**src/rtl/vector_pkg.sv**
```systemverilog
// +----------------------------------------------------------------------------+
// | Module   : vector_pkg                                                      |
// | Brief    : Opcodes, packet-length lookup and buffer depth shared by the    |
// |            vector command encoder and the vector engine.                   |
// | Revision : 1.0  initial release                                            |
// +----------------------------------------------------------------------------+
`default_nettype none

package vector_pkg;

  localparam logic [7:0] SET_COLOR_PAL = 8'h10;
  localparam logic [7:0] MOVE          = 8'h11;
  localparam logic [7:0] LINE          = 8'h13;
  localparam logic [7:0] QUAD_CURVE    = 8'h14;
  localparam logic [7:0] CUB_CURVE     = 8'h15;
  localparam logic [7:0] SET_COLOR_IDX = 8'h18;
  localparam logic [7:0] SHOW          = 8'h19;

  localparam int MAX_PKT_BYTES = 13;

  // Zero marks an opcode the encoder does not emit (QUAD_CURVE included).
  function automatic logic [3:0] pkt_len(input logic [7:0] opcode);
    case (opcode)
      SET_COLOR_PAL: pkt_len = 4'd4;
      MOVE:          pkt_len = 4'd5;
      LINE:          pkt_len = 4'd5;
      CUB_CURVE:     pkt_len = 4'd13;
      SET_COLOR_IDX: pkt_len = 4'd2;
      SHOW:          pkt_len = 4'd1;
      default:       pkt_len = 4'd0;
    endcase
  endfunction

endpackage

`default_nettype wire

```
**src/rtl/vector_cmd_encoder.sv**
```systemverilog
// +----------------------------------------------------------------------------+
// | Module   : vector_cmd_encoder                                              |
// | Brief    : Serialises one draw command per handshake into the byte packet  |
// |            stream of the vector FIFO. Define VECTOR_ENC_STATS_EN to add    |
// |            the cmd_count packet counter.                                   |
// | Revision : 1.0  initial release                                            |
// +----------------------------------------------------------------------------+
`default_nettype none

module vector_cmd_encoder
  import vector_pkg::*;
#(
  parameter int X_WIDTH = 10,
  parameter int Y_WIDTH = 9
) (
  input  logic               clk,
  input  logic               reset_n,
  input  logic               cmd_valid,
  output logic               cmd_ready,
  input  logic [7:0]         cmd_opcode,
  input  logic [X_WIDTH-1:0] cmd_x1,
  input  logic [X_WIDTH-1:0] cmd_x2,
  input  logic [X_WIDTH-1:0] cmd_x3,
  input  logic [Y_WIDTH-1:0] cmd_y1,
  input  logic [Y_WIDTH-1:0] cmd_y2,
  input  logic [Y_WIDTH-1:0] cmd_y3,
  input  logic [3:0]         cmd_color_idx,
  input  logic [9:0]         cmd_color_code,
  output logic               fifo_wr_en,
  output logic [7:0]         fifo_wr_data,
  input  logic               fifo_full,
  output logic               busy,
  output logic               err_opcode
`ifdef VECTOR_ENC_STATS_EN
  ,
  output logic [15:0]        cmd_count
`endif
);

  localparam logic [0:0] c_state_idle = 1'b0;
  localparam logic [0:0] c_state_emit = 1'b1;

  logic [0:0]                    r_state;
  logic [3:0]                    r_idx;
  logic [3:0]                    r_len;
  logic [MAX_PKT_BYTES-1:0][7:0] r_buf;
  logic                          r_err;

  logic [15:0]                   w_x1, w_x2, w_x3;
  logic [15:0]                   w_y1, w_y2, w_y3;
  logic [MAX_PKT_BYTES-1:0][7:0] w_pkt;
  logic [3:0]                    w_len;
  logic                          w_emit;
  logic                          w_last_xfer;

  assign w_len       = pkt_len(cmd_opcode);
  assign w_emit      = (r_state == c_state_emit);
  assign w_last_xfer = w_emit && !fifo_full && (r_idx == r_len - 4'd1);

  assign cmd_ready    = !w_emit;
  assign busy         = w_emit;
  assign err_opcode   = r_err;
  assign fifo_wr_en   = w_emit && !fifo_full;
  assign fifo_wr_data = w_emit ? r_buf[r_idx] : 8'h00;

  // Coordinates travel as 16-bit fields; bits above the native width stay zero.
  always_comb begin
    w_x1 = '0;
    w_x2 = '0;
    w_x3 = '0;
    w_y1 = '0;
    w_y2 = '0;
    w_y3 = '0;
    w_x1[X_WIDTH-1:0] = cmd_x1;
    w_x2[X_WIDTH-1:0] = cmd_x2;
    w_x3[X_WIDTH-1:0] = cmd_x3;
    w_y1[Y_WIDTH-1:0] = cmd_y1;
    w_y2[Y_WIDTH-1:0] = cmd_y2;
    w_y3[Y_WIDTH-1:0] = cmd_y3;
  end

  always_comb begin
    w_pkt    = '0;
    w_pkt[0] = cmd_opcode;
    case (cmd_opcode)
      SET_COLOR_PAL: begin
        w_pkt[1] = {4'b0000, cmd_color_idx};
        w_pkt[2] = {6'b000000, cmd_color_code[9:8]};
        w_pkt[3] = cmd_color_code[7:0];
      end
      MOVE, LINE: begin
        w_pkt[1] = w_x1[15:8];
        w_pkt[2] = w_x1[7:0];
        w_pkt[3] = w_y1[15:8];
        w_pkt[4] = w_y1[7:0];
      end
      CUB_CURVE: begin
        w_pkt[1]  = w_x1[15:8];
        w_pkt[2]  = w_x1[7:0];
        w_pkt[3]  = w_y1[15:8];
        w_pkt[4]  = w_y1[7:0];
        w_pkt[5]  = w_x2[15:8];
        w_pkt[6]  = w_x2[7:0];
        w_pkt[7]  = w_y2[15:8];
        w_pkt[8]  = w_y2[7:0];
        w_pkt[9]  = w_x3[15:8];
        w_pkt[10] = w_x3[7:0];
        w_pkt[11] = w_y3[15:8];
        w_pkt[12] = w_y3[7:0];
      end
      SET_COLOR_IDX: begin
        w_pkt[1] = {4'b0000, cmd_color_idx};
      end
      default: begin
      end
    endcase
  end

  always_ff @(posedge clk or negedge reset_n) begin
    if (!reset_n) begin
      r_state <= c_state_idle;
      r_idx   <= 4'd0;
      r_len   <= 4'd0;
      r_buf   <= '0;
      r_err   <= 1'b0;
    end else begin
      r_err <= 1'b0;
      case (r_state)
        c_state_idle: begin
          if (cmd_valid) begin
            // Unsupported opcodes are consumed here and only flagged.
            if (w_len != 4'd0) begin
              r_buf   <= w_pkt;
              r_len   <= w_len;
              r_idx   <= 4'd0;
              r_state <= c_state_emit;
            end else begin
              r_err <= 1'b1;
            end
          end
        end
        default: begin
          if (!fifo_full) begin
            if (w_last_xfer) begin
              r_idx   <= 4'd0;
              r_state <= c_state_idle;
            end else begin
              r_idx <= r_idx + 4'd1;
            end
          end
        end
      endcase
    end
  end

`ifdef VECTOR_ENC_STATS_EN
  logic [15:0] r_cmd_count;

  assign cmd_count = r_cmd_count;

  always_ff @(posedge clk or negedge reset_n) begin
    if (!reset_n) begin
      r_cmd_count <= 16'h0000;
    end else if (w_last_xfer && (r_cmd_count != 16'hFFFF)) begin
      r_cmd_count <= r_cmd_count + 16'd1;
    end
  end
`endif

endmodule

`default_nettype wire

```
**config.mk**
```make
export PLATFORM = sky130hd
export DESIGN_NAME = vector_cmd_encoder
export DESIGN_NICKNAME = d
export VERILOG_FILES = /design/src/rtl/vector_pkg.sv /design/src/rtl/vector_cmd_encoder.sv
export SDC_FILE = /design/constraint.sdc
export NUM_CORES = 1
export LEC_CHECK = 0
export ABC_AREA = 0
export CAP_MARGIN = 20
export CORE_MARGIN = 2
export CORE_UTILIZATION = 40
export CTS_CLUSTER_DIAMETER = 120
export DETAILED_ROUTE_END_ITERATION = 6
export GPL_TIMING_DRIVEN = 0
export PLACE_DENSITY = 0.73
export SYNTH_ARGS = -nofsm -noshare
export SYNTH_HDL_FRONTEND = slang
export SYNTH_SLANG_ARGS = --single-unit
```
**constraint.sdc**
```tcl
create_clock -name clk -period 2.85 [get_ports clk]
set_clock_uncertainty 0.2 [all_clocks]
set_input_delay 0.57 -clock clk [delete_from_list [all_inputs] [get_ports clk]]
set_output_delay 0.57 -clock clk [all_outputs]
set_load 0.05 [all_outputs]
```
# After elaboration in Yosys (flattened, before gate mapping)
# Index checks and enable logic that the tools add are counted.
# word_totals
reg_bits	114
word_cells	62
# classes
add_sub_neg	2
magnitude_cmp	1
n_eq_ne	8
mux	21
bitwise	1
n_reduce_logical	12
# ops
op	n
$mux 64	1
$eq 8x5->1 const B	6
$bmux 8 s4	1
$pmux 16 s2	1
$mux 8	3
$mux 4	5
$pmux 4 s5	1
$mux 1	8
$pmux 4 s2	1
$reduce_and 3->1	2
$lt 4x5->1 const B	1
$add 4x1->4 const B	1
$eq 4x4->1	1
$reduce_bool 2->1	2
$reduce_bool 4->1	1
$reduce_or 2->1	2
$sub 4x1->4 const B	1
$reduce_or 3->1	1
$logic_and 1x1->1	2
$logic_not 1->1	2
$ne 2x2->1 const B	1
$not 1->1	1

# Longest topological paths before layout
# logic_depth
word_depth	7
ltp_mapped	9

# Worst setup path before layout
# Ideal clock, no wire load.
# synth_timing
path_kind	flip-flop to output port
start	register r_idx[2]
end	output fifo_wr_data[0]
arrival_time_ps	2535
setup_slack_ps	-455
path_stages_with_launch	6
path_buffers	3
path_cell_list	dfrtp_1 > clkbuf_1 > clkbuf_1 > clkbuf_1 > o32ai_1 > a211oi_1
# synth_via
elab_chain_len	3
# synth_rtl
element	line_no	text
start: declaration	vector_cmd_encoder.sv:44	logic [3:0] r_idx;
start signal: assignment	vector_cmd_encoder.sv:148	r_idx <= r_idx + 4'd1;
$bmux 8 s4	vector_cmd_encoder.sv:64	assign fifo_wr_data = w_emit ? r_buf[r_idx] : 8'h00;
$mux 8 (not written as such)	vector_cmd_encoder.sv:64	
$mux 8	vector_cmd_encoder.sv:64	
end: declaration	vector_cmd_encoder.sv:30	output logic [7:0] fifo_wr_data,
# Every way passes these cells. The select of a mux whose other input is x is not followed.

# Final worst setup path
# layout_timing
start	register r_idx[0]
end	output fifo_wr_data[1]
# The elaborated chain is that of the path after synthesis.

==> results.rst <==
.. list-table::
   :header-rows: 1

   * - Metric
     - Value
   * - First-pass GRT wire length
     - 17.4 mm
   * - Proportion of layout cells with a drive suffix above 1
     - 19.3%
   * - Register bit count reported by yosys
     - 84
   * - GPL Wtd Cong
     - 0.843
   * - Leading post-synthesis cells by cell area
     - sky130_fd_sc_hd__dfrtp_1 53%, sky130_fd_sc_hd__a22o_1 14%, sky130_fd_sc_hd__mux2i_1 3.8%
   * - Largest fanout of any net on the critical path
     - 5
   * - Final Instance Area
     - 0.00551 mm²
   * - FF-to-FF End
     - r_idx[2]$_DFFE_PN0P_
   * - Effective utilization at floorplan
     - around 41%
   * - Syn Std Cell Area
     - 0.00399 mm²
   * - Cell count of the worst hold path
     - 3
   * - Post-route antenna net violation count
     - 0
   * - Initial detailed-routing violation count
     - roughly 250
   * - Max-cap check violation count
     - 0
   * - Area growth from synthesis to final layout
     - 38.2%
   * - Run status
     - finished clean
   * - Wire length per cell
     - ~19 µm
   * - Max transition margin
     - 46.6%
   * - Leakage dissipation
     - 2.35 nW
   * - Finished Core Util
     - 56.6%
   * - Antenna violations before repair
     - 0
   * - Worst hold path endpoint
     - r_len[1]$_DFFE_PN0P_
   * - Final clock period utilization by the worst path
     - ~100%
   * - Hold Path Class
     - input port to flip-flop
   * - Cell row count
     - 36
   * - Leading cell types in the layout, fill and taps excluded
     - 82 x sky130_fd_sc_hd__clkdlybuf4s50_1, 81 x sky130_fd_sc_hd__dfrtp_1, 62 x sky130_fd_sc_hd__a22o_1
   * - Number of flops mapped to enable cells by yosys
     - 0
   * - Largest net degree at the start of global routing
     - 50
   * - Final hold violation count
     - 0
   * - Sequential element share of the synthesized area
     - between 50% and 60%
   * - GR Util All Layers
     - 20.5%
   * - CTS H-tree lvls
     - 3
   * - Launching point of the worst reg2reg path
     - r_len[0]$_DFFE_PN0P_
   * - Port Buffers
     - 93
   * - Clock Tree Root
     - sky130_fd_sc_hd__clkbuf_8
   * - Total routed wirelength
     - 10.9 mm
   * - Count of cells along the worst register-to-register path
     - 7
   * - Power after layout
     - approximately 2.9 mW
   * - Count of TritonRoute iterations in the first routing pass
     - 4
   * - Cell taking the most area after synthesis
     - sky130_fd_sc_hd__dfrtp_1
   * - Routed vias/inst
     - between 5 and 6
   * - TritonCTS clock tree
     - built
   * - Number of I/O pins
     - 95
   * - Required time at the worst-slack endpoint
     - 2.08 ns
   * - Hold path startpoint
     - cmd_opcode[3]
   * - Overall via count from detail_route
     - 3284
   * - Data arrival at the endpoint of the critical path
     - 2.08 ns
   * - Worst-case hold slack
     - 0.282 ns
   * - Critical path class
     - flip-flop to primary output
   * - Final Max Tran Viols
     - 0
   * - Power density relative to cell area
     - 527 mW/mm²
   * - Post-synthesis async set-or-reset flop share
     - 100%
   * - Skew-Pair Late Insertion Delay
     - 0.36 ns
   * - Setup slack of the worst register-to-register path
     - approximately 0.46 ns
   * - Mean instance size in the synthesized netlist
     - 11.8 µm²
   * - Slew at the pin closest to its max-slew limit
     - 0.795 ns
   * - Number of standard cells after synthesis
     - approximately 340
   * - Gr ovfl total
     - 0
   * - Cell Area, Placed
     - between 0.005 and 0.006 mm²
   * - Worst-case setup margin in the final layout
     - 0.00228 ns
   * - Final layout net count
     - 531
   * - Count of cell types in the netlist
     - 44
   * - Element type at the critical path end
     - primary output
   * - Vert. Die Dim
     - about 100 µm
   * - DIE WIDTH
     - 104 µm
   * - Maximum vdd drop
     - 255 µV
   * - Core box area
     - 0.00973 mm²
   * - Number of design rule violations left after detail routing
     - 0
   * - Clock input transition at the sequential cells of the worst setup and hold paths
     - 0.08 ns
   * - Top FF cell, synth
     - sky130_fd_sc_hd__dfrtp_1
   * - Worst-case setup slack after placement
     - -0.783 ns
   * - Number of endpoints failing setup at the final stage
     - 0
   * - Most common cell after layout, fill and taps aside
     - sky130_fd_sc_hd__clkdlybuf4s50_1
   * - Maximum achievable frequency
     - 351 MHz
   * - Crit path time final
     - 2.85 ns
   * - Synthesized net count
     - 424
   * - Antenna Cells
     - 0
   * - Unrepaired setup endpoints after global routing
     - true
   * - Vias in the first global route
     - 3292
   * - Clock buffers created by TritonCTS
     - 9
   * - Post-detail-place hpwl
     - 8.05 mm
   * - Max clock buf depth
     - 2
   * - Critical path startpoint category
     - flip-flop
   * - TritonCTS sink count
     - 84
   * - Synth Warn #
     - 0
   * - Portion of synthesized cell area occupied by the leading cell type
     - 52.7%
   * - Floorplan die area
     - 0.0108 mm²
[worst max path at each step]
| stage | start | endpoint | slack, ns | cells after the start |
|---|---|---|---|---|
| 6_report | r_idx[0]$_DFFE_PN0P_ | fifo_wr_data[1] | 0.002 | 6 |
| 3_5_place_dp | r_idx[2]$_DFFE_PN0P_ | fifo_wr_data[0] | -0.78 | 6 |
| 5_1_grt | r_idx[0]$_DFFE_PN0P_ | fifo_wr_data[1] | -0.13 | 8 |
| 3_3_place_gp | reset_n | r_buf[100]$_DFFE_PN0P_ | -1.91 | 1 |
| 2_1_floorplan | r_idx[2]$_DFFE_PN0P_ | fifo_wr_data[1] | 0.007 | 6 |
| 4_1_cts | r_idx[0]$_DFFE_PN0P_ | fifo_wr_data[3] | -0.02 | 6 |
[metrics by stage]
stage | std cells | setup TNS, ns
after global routing | 584 | -0.637
after CTS | 583 | -0.0374
after global placement | 565 | -178.05
after floorplan | 339 | 0
after detailed placement | 566 | -19.07
final | 584 | 0
[Yosys cell counts (2+ instances only)]
cell type	n
sky130_fd_sc_hd__a211oi_1	2
sky130_fd_sc_hd__o211ai_1	3
sky130_fd_sc_hd__xor2_1	2
sky130_fd_sc_hd__clkbuf_1	14
sky130_fd_sc_hd__nand2b_1	8
sky130_fd_sc_hd__dfrtp_1	84
sky130_fd_sc_hd__nand2_1	15
sky130_fd_sc_hd__inv_1	6
sky130_fd_sc_hd__ha_1	2
sky130_fd_sc_hd__nand3_1	3
sky130_fd_sc_hd__a21oi_1	10
sky130_fd_sc_hd__nor2b_1	2
sky130_fd_sc_hd__o21a_1	2
sky130_fd_sc_hd__mux4_2	5
sky130_fd_sc_hd__mux2i_1	15
sky130_fd_sc_hd__buf_6	3
sky130_fd_sc_hd__o21ai_0	10
sky130_fd_sc_hd__o22a_1	10
sky130_fd_sc_hd__nor4_2	2
sky130_fd_sc_hd__mux2_2	9
sky130_fd_sc_hd__o21ai_1	2
sky130_fd_sc_hd__buf_2	9
sky130_fd_sc_hd__a22oi_1	9
sky130_fd_sc_hd__and2_1	5
sky130_fd_sc_hd__nor2_1	21
sky130_fd_sc_hd__xnor2_1	4
sky130_fd_sc_hd__nor3_1	4
sky130_fd_sc_hd__a22o_1	62
[cells by family (layout without fill, tap and decap cells)]
group / after synthesis / count (layout) / synth area share [%]
adders and majority gates: 4 / 4 / 1.16
buffers and inverters: 34 / 146 / 4.17
and+or+nand+nor: 66 / 66 / 8.57
DFF: 84 / 84 / 52.7
AOI/OAI and AO/OA: 116 / 116 / 22.9
xor gates and xnor gates: 6 / 6 / 1.32
muxes: 29 / 29 / 9.13
[final cells by class]
| type | instances | area, µm² |
|---|---|---|
| Clock buffer | 11 | 151 |
| Fill cell | 843 | 4220 |
| Buffer | 26 | 180 |
| Multi-Input combinational cell | 221 | 1810 |
| Sequential cell | 84 | 2110 |
| Tap cell | 133 | 166 |
| Inverter | 6 | 22.5 |
| Timing Repair Buffer | 98 | 1020 |
| Clock inverter | 5 | 60.1 |
[power breakdown]
part	internal, mW	switching (mW)
combinational	0.374	0.365
sequential	1.24	0.0438
clock	0.454	0.434
[registers in the layout, summed over array words and instances (netlist names)]
| name | flops |
|---|---|
| err_opcode | 1 |
| busy | 1 |
| r_len | 4 |
| r_idx | 4 |
| r_buf | 74 |
[critical path: stages (launching register included)]
cell and delay, ns:
sky130_fd_sc_hd__dfrtp_2 0.47, sky130_fd_sc_hd__clkbuf_16 0.19, sky130_fd_sc_hd__mux4_2 0.53, sky130_fd_sc_hd__o21ai_1 0.13, sky130_fd_sc_hd__o21a_1 0.18, sky130_fd_sc_hd__nor2_2 0.05
sky130_fd_sc_hd__buf_6 0.17
[what timing repair did]
item,CTS,global route
gates cloned,0,1
pin swaps,1,13
resized for setup,76,24
buffers inserted,2,0
hold buffers,1,0
setup endpoints to repair,9,43
hold endpoints to repair,35,0
[layer usage]
metal | wire length [µm] | up-vias | track usage [%]
met1 | 4790 | 1649 | 27.6
met2 | 5310 | 120 | 33.4
met4 | 223 | 0 | 6.27
met5 | 0 | - | 0
met3 | 626 | 23 | 4.41
li1 | - | 1492 | -
Power figures use the tool's default switching activity.
